### config.mk
export PLATFORM = sky130hd
export DESIGN_NAME = fp_iter_cmult_buffered
export DESIGN_NICKNAME = d
export VERILOG_FILES = /design/src/rtl/fp_iter_cmult_pkg.sv /design/src/rtl/fp_iter_cmult_mul_unit.sv /design/src/rtl/fp_iter_cmult_buffered.sv
export SDC_FILE = /design/constraint.sdc
export NUM_CORES = 1
export LEC_CHECK = 0
export BUFFER_PORTS_ARGS = -buffer_cell sky130_fd_sc_hd__clkbuf_2
export CAP_MARGIN = 30
export CORE_ASPECT_RATIO = 0.8
export CORE_MARGIN = 2
export CORE_UTILIZATION = 25
export CTS_CLUSTER_DIAMETER = 80
export DETAILED_ROUTE_END_ITERATION = 8
export SYNTH_ARGS = -nofsm -noshare
export SYNTH_HDL_FRONTEND = slang
export SYNTH_HIERARCHICAL = 1
export SYNTH_SLANG_ARGS = --single-unit
### constraint.sdc
create_clock -name clk -period 7.2 [get_ports clk]
set_clock_uncertainty 0.15 [all_clocks]
set_input_delay 1.44 -clock clk [delete_from_list [all_inputs] [get_ports clk]]
set_output_delay 1.44 -clock clk [all_outputs]
set_load 0.01 [all_outputs]
### src/rtl/fp_iter_cmult_pkg.sv
// Shared definitions for the iterative fixed-point complex multiplier:
// operand-conjugation mode encodings and the engine state encoding.
package fp_iter_cmult_pkg;

   localparam logic [1:0] CMULT_MODE_MUL    = 2'd0;
   localparam logic [1:0] CMULT_MODE_CONJ_B = 2'd1;
   localparam logic [1:0] CMULT_MODE_CONJ_A = 2'd2;

   typedef enum logic [2:0] {
      IDLE,
      S0,
      S1,
      S2,
      HOLD
   } cmult_state_e;

endpackage

### src/rtl/fp_iter_cmult_mul_unit.sv
// Serial shift-add signed multiplier: one multiplier bit per cycle.
// The start cycle's edge already folds in bit 0, so done pulses exactly n
// cycles after start. The fixed-point product stays on p until the next start.
module fp_iter_cmult_mul_unit #(
   parameter int n = 32,
   parameter int d = 16
) (
   input  logic         clk,
   input  logic         reset,
   input  logic         start,
   input  logic [n-1:0] a,
   input  logic [n-1:0] b,
   output logic         done,
   output logic [n-1:0] p
);

   localparam int CW = $clog2(n) + 1;

   logic signed [2*n-1:0] acc;
   logic signed [2*n-1:0] mcand;
   logic signed [2*n-1:0] a_ext;
   logic        [n-1:0]   mplier;
   logic        [CW-1:0]  cnt;
   logic                  busy;

   assign a_ext = {{n{a[n-1]}}, a};
   assign p     = acc[n+d-1:d];

   // Control: iteration counter, busy flag and the one-cycle done pulse.
   always_ff @(posedge clk) begin
      if (reset) begin
         busy <= 1'b0;
         done <= 1'b0;
         cnt  <= '0;
      end else begin
         done <= 1'b0;
         if (start) begin
            busy <= 1'b1;
            cnt  <= CW'(1);
         end else if (busy) begin
            cnt <= cnt + CW'(1);
            if (cnt == CW'(n - 1)) begin
               busy <= 1'b0;
               done <= 1'b1;
            end
         end
      end
   end

   // Datapath: add the shifted multiplicand per set bit; the sign bit of the
   // two's-complement multiplier carries negative weight, so it subtracts.
   always_ff @(posedge clk) begin
      if (start) begin
         acc    <= b[0] ? a_ext : '0;
         mcand  <= a_ext <<< 1;
         mplier <= b >> 1;
      end else if (busy) begin
         if (mplier[0]) begin
            if (cnt == CW'(n - 1)) acc <= acc - mcand;
            else                   acc <= acc + mcand;
         end
         mcand  <= mcand <<< 1;
         mplier <= mplier >> 1;
      end
   end

endmodule

### src/rtl/fp_iter_cmult_buffered.sv
// Iterative fixed-point complex multiplier with a one-entry result buffer.
// Gauss 3-product schedule on one shared serial multiplier:
//   p0 = (ar+ac)(br+bc), p1 = ar*br, p2 = ac*bc
//   cr = p1 - p2,  cc = p0 - p1 - p2
// Conjugation is applied once, by negating ac or bc at accept time.
module fp_iter_cmult_buffered
   import fp_iter_cmult_pkg::*;
#(
   parameter int n = 32,
   parameter int d = 16
) (
   input  logic         clk,
   input  logic         reset,
   input  logic         recv_val,
   output logic         recv_rdy,
   input  logic [1:0]   mode,
   input  logic [n-1:0] ar,
   input  logic [n-1:0] ac,
   input  logic [n-1:0] br,
   input  logic [n-1:0] bc,
   output logic         send_val,
   input  logic         send_rdy,
   output logic [n-1:0] cr,
   output logic [n-1:0] cc
);

   cmult_state_e state, state_nxt;

   logic signed [n-1:0] ar_r, ac_r, br_r, bc_r;
   logic signed [n-1:0] ac_in, bc_in;
   logic signed [n-1:0] p0_r, p1_r;
   logic signed [n-1:0] cr_nxt, cc_nxt;
   logic        [n-1:0] mul_a, mul_b, mul_p;
   logic                mul_start, mul_done;
   logic                accept, buf_wr, buf_full;

   assign accept   = recv_val && (state == IDLE);
   assign send_val = buf_full;
   assign cr_nxt   = p1_r - $signed(mul_p);
   assign cc_nxt   = p0_r - p1_r - $signed(mul_p);

   // Conjugation by negation of one imaginary input; mode 3 behaves as mode 0.
   always_comb begin
      ac_in = $signed(ac);
      bc_in = $signed(bc);
      if (mode == CMULT_MODE_CONJ_B)      bc_in = -$signed(bc);
      else if (mode == CMULT_MODE_CONJ_A) ac_in = -$signed(ac);
   end

   // Engine state register.
   always_ff @(posedge clk) begin
      if (reset) state <= IDLE;
      else       state <= state_nxt;
   end

   // Next state, multiplier sequencing and handshake outputs. The S0 product
   // starts on the accept cycle straight from the ports so each later stage
   // can start on the previous stage's done pulse without a gap.
   always_comb begin
      state_nxt = state;
      recv_rdy  = 1'b0;
      mul_start = 1'b0;
      mul_a     = '0;
      mul_b     = '0;
      buf_wr    = 1'b0;
      case (state)
         IDLE: begin
            recv_rdy = 1'b1;
            mul_a    = ar + ac_in;
            mul_b    = br + bc_in;
            if (recv_val) begin
               mul_start = 1'b1;
               state_nxt = S0;
            end
         end
         S0: begin
            mul_a = ar_r;
            mul_b = br_r;
            if (mul_done) begin
               mul_start = 1'b1;
               state_nxt = S1;
            end
         end
         S1: begin
            mul_a = ac_r;
            mul_b = bc_r;
            if (mul_done) begin
               mul_start = 1'b1;
               state_nxt = S2;
            end
         end
         S2: begin
            if (mul_done) state_nxt = HOLD;
         end
         HOLD: begin
            buf_wr = !buf_full || send_rdy;
            if (buf_wr) state_nxt = IDLE;
         end
         default: state_nxt = IDLE;
      endcase
   end

   // Operand capture at accept and partial-product capture at stage ends;
   // p2 is read directly from the multiplier, which holds it through HOLD.
   always_ff @(posedge clk) begin
      if (accept) begin
         ar_r <= $signed(ar);
         ac_r <= ac_in;
         br_r <= $signed(br);
         bc_r <= bc_in;
      end
      if (state == S0 && mul_done) p0_r <= $signed(mul_p);
      if (state == S1 && mul_done) p1_r <= $signed(mul_p);
   end

   // One-entry result buffer; a write while draining keeps send_val high.
   always_ff @(posedge clk) begin
      if (reset) begin
         buf_full <= 1'b0;
         cr       <= '0;
         cc       <= '0;
      end else if (buf_wr) begin
         buf_full <= 1'b1;
         cr       <= cr_nxt;
         cc       <= cc_nxt;
      end else if (buf_full && send_rdy) begin
         buf_full <= 1'b0;
      end
   end

   fp_iter_cmult_mul_unit #(
      .n (n),
      .d (d)
   ) u_mul (
      .clk   (clk),
      .reset (reset),
      .start (mul_start),
      .a     (mul_a),
      .b     (mul_b),
      .done  (mul_done),
      .p     (mul_p)
   );

endmodule

==> metrics.md, run 1 <==
| Metric | Value |
|---|---|
| DRT Wirelength | `79400 um` |
| Final Hold Viols | `0` |
| DRC violation count after routing | `0` |
| Maximum root-to-sink buffer count | `3` |
| Post-route ant nets | `0` |
| Syn Inst Count | `2805` |
| RD Place Congestion | `0.906` |
| Number of I/O pins | `200` |
| Post-layout util | `28.9%` |
| Cts repair resizes | `0` |
| Top-area cell type share of the netlist area | `34.8%` |
| Fin crit share | `86.0%` |
| Async S/R FF share, synth | `0%` |
| DPL Wire Length | `60100 um` |
| Setup TNS | `0 ps` |
| Unique masters post-synth | `90` |
| Placed Cells | `4325` |
| Worst-path clk slew | `60 ps` |
| Site Rows | `108` |
| Hold Crit Class | `flop to flop` |
| CTS H-tree lvls | `2` |
| Grt met2 use | `20.1%` |
| Peak supply drop | `189 uV` |
| Pre-CTS setup slack | `492 ps` |
| Root Driver | `clkbuf_16` |
| Worst Setup Slack, final | `1010 ps` |
| WL per Instance | `18.0 um` |
| Synthesized Nets | `3188` |
| Clock Sink Count | `393` |
| Final cell count without fillers | `4413` |
| CP arrival | `6520 ps` |
| Critical Path End Type | `flop` |
| Total Routing Usage GR | `13.7%` |
| Vias | `21600` |
| Primary FF master, synth | `edfxtp_1` |
| Slew HR | `38.6%` |
| Register area share after synthesis | `40.4%` |
| Synth Cell Area | `27300 sq um` |
| Antenna violations before repair | `1` |
| Drt initial violations | `1685` |
| Die Width | `374 um` |
| Cts bufs inserted | `48` |
| Met3 Use GR | `2.06%` |
| Maxcap violations | `0` |
| Worst endpoint required time | `7530 ps` |
| PortBufs | `199` |
| Die footprint | `112000 sq um` |
| Diodes inserted | `0` |
| Pwr dens | `323 nW/um^2` |
| Largest net degree at the start of global routing | `76` |
| Worst-Margin Slew | `920 ps` |
| Gr busiest metal | `met1` |
| Final Net Count | `3328` |
| CTS tree | `yes` |
| Area leader, netlist | `edfxtp_1` |
| Max Fanout on Critical Path | `13` |
| RSZ-0062 raised after global routing | `false` |
| Layout cell share with drive strength beyond 1 | `13.7%` |
| Status | `complete, no violations` |
| Die height | `300 um` |
| Setup violators final | `0` |
| Number of synthesized register bits | `393` |
| Syn avg cell area | `9.74 sq um` |
| EDFF count, synth | `317` |
| Yosys warning total | `6` |
| Global-route wire length before repair | `122000 um` |
| Hold Buf Count CTS | `0` |
| Synth area leaders | `edfxtp_1 (35%), ha_1 (9.8%), dfxtp_1 (5.6%)` |
| Initial Util | `25.2%` |
| Max frequency | `162 MHz` |
| GR met1 Demand/Resource | `21.3%` |
| Fin crit period | `6190 ps` |
| Drt via density | `4.89` |
| Vias in the first global route | `20300` |
| Synthesis-to-layout area growth | `14.7%` |
| Post-CTS setup buffers | `0` |
| Count of pins over their slew limit | `0` |
| Total iterations of the first detailed-routing run | `5` |
| Core area | `108000 sq um` |
| Kind of critical path | `primary input to flop` |
| Startpoint types | `primary input` |
| Leakage power | `0.0122 uW` |
| Clock Latency Late Sink | `650 ps` |
| Total grt overflow | `0` |
==> per-stage QoR <==
| stage | hold slack, ps | cell area (sq um) | power, uW |
|---|---|---|---|
| floorplan | 309 | 27300 | 6490 |
| global placement | 290 | 29700 | 7560 |
| detailed placement | 294 | 29700 | 7590 |
| CTS | 302 | 31300 | 10100 |
| global route | 320 | 31300 | 10800 |
| finish | 301 | 31300 | 10100 |
==> critical path: stages <==
cell and delay, ps:
clkbuf_2 110, nor4_1 520, and2_1 270, nand2_1 210, or4_1 500, nor4_1 200
buf_4 170, a21oi_1 70, xor2_1 240, ha_1 340, a21o_1 230, a21o_1 170
a21o_1 180, a21oi_1 140, o21bai_1 100, a31oi_1 170, o21ai_0 100, a31oi_1 190
xnor2_1 90, o21ai_1 350, nand2_1 240, buf_4 260, o41ai_1 60, nand2b_1 160
==> logic make-up after synthesis <==
family / count (synthesis) / synth area share, %
and+or+nand+nor: 723 / 12.7
adders and majority gates: 249 / 12.4
AOI/OAI and AO/OA: 819 / 19.0
DFF: 393 / 40.4
muxes: 68 / 2.76
xor gates and xnor gates: 258 / 8.27
buffers and inverters: 295 / 4.53
==> placed cells by master, fill, tap and decap left out, drive strengths merged, types with 23 or more instances in the layout <==
cell and instances:
edfxtp 317, clkbuf 267, nand2 245, a21oi 233, o21ai 217, ha 214
nor2 199, inv 163, xnor2 162, xor2 96, dfxtp 76, a21o 68
mux2 58, a22oi 47, a211oi 44, nor3 42, fa 35, nand4 34
nand3 30, nand2b 29, o21bai 29, buf 28, o31ai 28, a31oi 27
nor2b 26, o21a 25, nor4 23
==> area by class of cell <==
cell class,instances,area [sq um]
inverter,159,597
clock inverter,19,231
clock buffer,69,1410
tap,1430,1790
fill,11400,77000
multi-input combinational,2117,15100
timing repair buffer,226,1200
sequential,393,11000
==> final timing paths <==
check	from	cells past startpoint	endpoint	slack (ps)
worst max-delay path	ac[4]	24	u_mul/acc[45]$_DFFE_PP_	1010
worst min-delay path	cc[21]$_SDFFE_PP0P_	2	cc[21]$_SDFFE_PP0P_	300
worst max register to register	u_mul/mcand[3]$_DFFE_PP_	14	u_mul/acc[47]$_DFFE_PP_	1710
worst min register to register	cc[21]$_SDFFE_PP0P_	2	cc[21]$_SDFFE_PP0P_	300
==> synth_stat cells, types with 26 or more instances <==
| master | number |
|---|---|
| nor3_1 | 40 |
| mux2_2 | 58 |
| xor2_1 | 96 |
| nand2_1 | 244 |
| a211oi_1 | 44 |
| o21ai_0 | 194 |
| nor2b_1 | 26 |
| ha_1 | 214 |
| fa_1 | 35 |
| a21o_1 | 68 |
| nand4_1 | 34 |
| nand2b_1 | 29 |
| buf_4 | 33 |
| edfxtp_1 | 317 |
| a21oi_1 | 230 |
| a31oi_1 | 27 |
| a22oi_1 | 47 |
| nand3_1 | 30 |
| inv_1 | 158 |
| clkbuf_1 | 84 |
| o21bai_1 | 29 |
| xnor2_1 | 162 |
| dfxtp_1 | 76 |
| nor2_1 | 198 |
==> power breakdown <==
| group | internal, uW | switching, uW | total, uW |
|---|---|---|---|
| sequential | 2890 | 263 | 3150 |
| clock | 1450 | 1040 | 2490 |
| combinational | 1790 | 2700 | 4500 |
| total | 6130 | 4010 | 10100 |
==> registers in the layout, indices dropped and copies added, names as in the netlist, 32 cells and up <==
| name | count |
|---|---|
| u_mul/mcand | 47 |
| cc | 32 |
| ac_r | 32 |
| p1_r | 32 |
| ar_r | 32 |
| p0_r | 32 |
| u_mul/acc | 47 |
| cr | 32 |
| br_r | 32 |
| bc_r | 32 |
==> layer usage <==
layer | routed length, um | up-vias | part of all wire (%)
li1 | - | 10500 | -
met2 | 32400 | 636 | 41
met3 | 4880 | 71 | 6.1
met1 | 41100 | 10300 | 52
met4 | 973 | 2 | 1.2
met5 | 14 | - | 0.018
No activity file was read; power rests on OpenSTA's default activity.
==> run 2: changes to the inputs <==
CORE_UTILIZATION = 50   (was 25)
PLACE_DENSITY = 0.71   (was unset)
==> run 2 against run 1 <==
  * Sequential share of layout area grew 1.1 points
  * Sequential cell count unchanged
  * Via count is 1.8% higher
  * Power fell by 1.3%
  * Maximum frequency decreased by 3.8%
  * Count of clock-buffer cells in the layout down 7
  * Die area decreased by 50%
  * Critical path type unchanged
  * Global-route usage up 12 points
==> metrics.md, run 2 (synthesis gave the netlist of run 1 again) <==
| Metric | Value |
|---|---|
| Reg2Reg Launch Point | `u_mul/mcand[6]$_DFFE_PP_` |
| Die Width | `265 um` |
| Final Hold Viols | `0` |
| Reg2reg setup slack | `1160 ps` |
| Worst-Margin Slew | `1050 ps` |
| Die footprint | `56500 sq um` |
| Leakage power | `0.0122 uW` |
| Placed Cells | `3595` |
| Met1 wire length | `32300 um` |
| Commonest non-fill, non-tap cell in the layout | `edfxtp_1` |
| Crit path capture | `u_mul/acc[40]$_DFFE_PP_` |
| Startpoint types | `primary input` |
| Total iterations of the first detailed-routing run | `6` |
| Crit path launch | `ac[4]` |
| Max frequency | `155 MHz` |
| RD Place Congestion | `0.948` |
| Register-to-Register Path Depth | `14` |
| Fin crit share | `89.4%` |
| Cell area after layout | `30400 sq um` |
| Max Fanout on Critical Path | `9` |
| Largest net degree at the start of global routing | `70` |
| Initial Util | `50.7%` |
| Total Routing Usage GR | `25.4%` |
| Top sig layer | `met4` |
| Pwr dens | `329 nW/um^2` |
| Setup violators final | `0` |
| Hold Buf Count CTS | `0` |
| DPL Wire Length | `52900 um` |
| Worst endpoint required time | `7380 ps` |
| Total grt overflow | `0` |
| Met2 wire len | `33200 um` |
| Peak supply drop | `209 uV` |
| WL met3 | `4370 um` |
| Cts bufs inserted | `46` |
| Global-route wire length before repair | `115000 um` |
| Drt initial violations | `1891` |
| Number of I/O pins | `200` |
| Clock Sink Count | `393` |
| Final Net Count | `3324` |
| Cts repair resizes | `0` |
| Count of pins over their slew limit | `0` |
| RSZ-0062 raised after global routing | `false` |
| Critical Path End Type | `flop` |
| Site Rows | `76` |
| Fin crit period | `6430 ps` |
| PortBufs | `199` |
| DRT Wirelength | `72000 um` |
| Root Driver | `clkbuf_16` |
| Maxcap violations | `0` |
| Post-route ant nets | `0` |
| Worst-path clk slew | `60 ps` |
| Slew HR | `29.7%` |
| Post-layout util | `56.4%` |
| Die height | `213 um` |
| Final cell count without fillers | `3682` |
| Maximum root-to-sink buffer count | `3` |
| Synthesis-to-layout area growth | `11.4%` |
| Post-CTS setup buffers | `0` |
| DRC violation count after routing | `0` |
| Largest registers | `u_mul/acc x47, u_mul/mcand x47` |
| CTS H-tree lvls | `2` |
| Antenna violations before repair | `1` |
| Status | `complete, no violations` |
| CP arrival | `6610 ps` |
| Most frequent cells in the layout | `edfxtp_1 (317), nand2_1 (243), a21oi_1 (230), ha_1 (214), clkbuf_2 (199)` |
| Hold Crit Class | `flop to flop` |
| Vias | `22000` |
| Kind of critical path | `primary input to flop` |
| Area after DPL | `28800 sq um` |
| Layout cell share with drive strength beyond 1 | `13.6%` |
| Vias in the first global route | `21300` |
| WL per Instance | `19.5 um` |
| FF-to-FF End | `u_mul/acc[47]$_DFFE_PP_` |
| Tot Pwr | `10000 uW` |
| Clock Latency Late Sink | `580 ps` |
| CTS tree | `yes` |
| Drt via density | `5.96` |
| Core area | `53900 sq um` |
| Setup TNS | `0 ps` |
[run 2: cell count changes in the layout (fill, tap and decap cells not counted), moves of 3 or more]
cell	change
bufinv_16	+4
clkbuf_8	-4
clkinv_16	-3
buf_4	-4
[run 2: layer usage]
metal	vias to the layer above	GRT usage, %
met1	10600	35.5
met5	-	0
met3	122	2.93
li1	10500	-
met2	718	41.3
met4	0	8.38
[run 2: layout make-up]
| type | instances | area (sq um) |
|---|---|---|
| fillers | 4644 | 23500 |
| multi-input cells | 2117 | 15100 |
| flip-flops and latches | 393 | 11000 |
| clock buffers | 62 | 1320 |
| repair buffers | 224 | 1220 |
| well taps | 702 | 878 |
| inverters | 159 | 597 |
| clock inverters | 24 | 303 |
| diodes | 1 | 2.50 |
[run 2: worst min-delay path by stage]
stage,from,endpoint,depth (start not counted)
after global routing,cc[17]$_SDFFE_PP0P_,cc[17]$_SDFFE_PP0P_,2
after global placement,cc[26]$_SDFFE_PP0P_,cc[26]$_SDFFE_PP0P_,2
after detailed placement,cc[17]$_SDFFE_PP0P_,cc[17]$_SDFFE_PP0P_,2
after floorplan,u_mul/cnt[5]$_SDFFE_PP0P_,u_mul/cnt[5]$_SDFFE_PP0P_,2
final,cc[17]$_SDFFE_PP0P_,cc[17]$_SDFFE_PP0P_,2
after CTS,cc[17]$_SDFFE_PP0P_,cc[17]$_SDFFE_PP0P_,2
[run 2: per-stage QoR]
stage / hold WS, ps / setup slack, ps
detailed placement: 294 / 248
CTS: 302 / 870
global placement: 292 / 411
finish: 300 / 765
global route: 313 / 247
floorplan: 309 / 1160
[run 2: worst max-delay path: stages]
cell and delay [ps]:
clkbuf_2 100, nor4_1 490, and2_1 250, nand2_1 140, or4_1 500, nor4_1 410, a21oi_1 150, xor2_1 260
ha_1 340, a21o_1 210, a21o_1 170, a21o_1 180, a21oi_1 150, o21bai_1 100, a31oi_1 170, o21ai_0 110
a31oi_1 190, xnor2_1 140, o21ai_1 150, nand2_1 390, o311ai_0 220, or3_1 340
[run 2: power by group]
part	switching, uW	leakage (uW)	internal, uW
clock	1010	0.000802	1510
sequential	208	0.00364	2880
combinational	2600	0.00777	1790
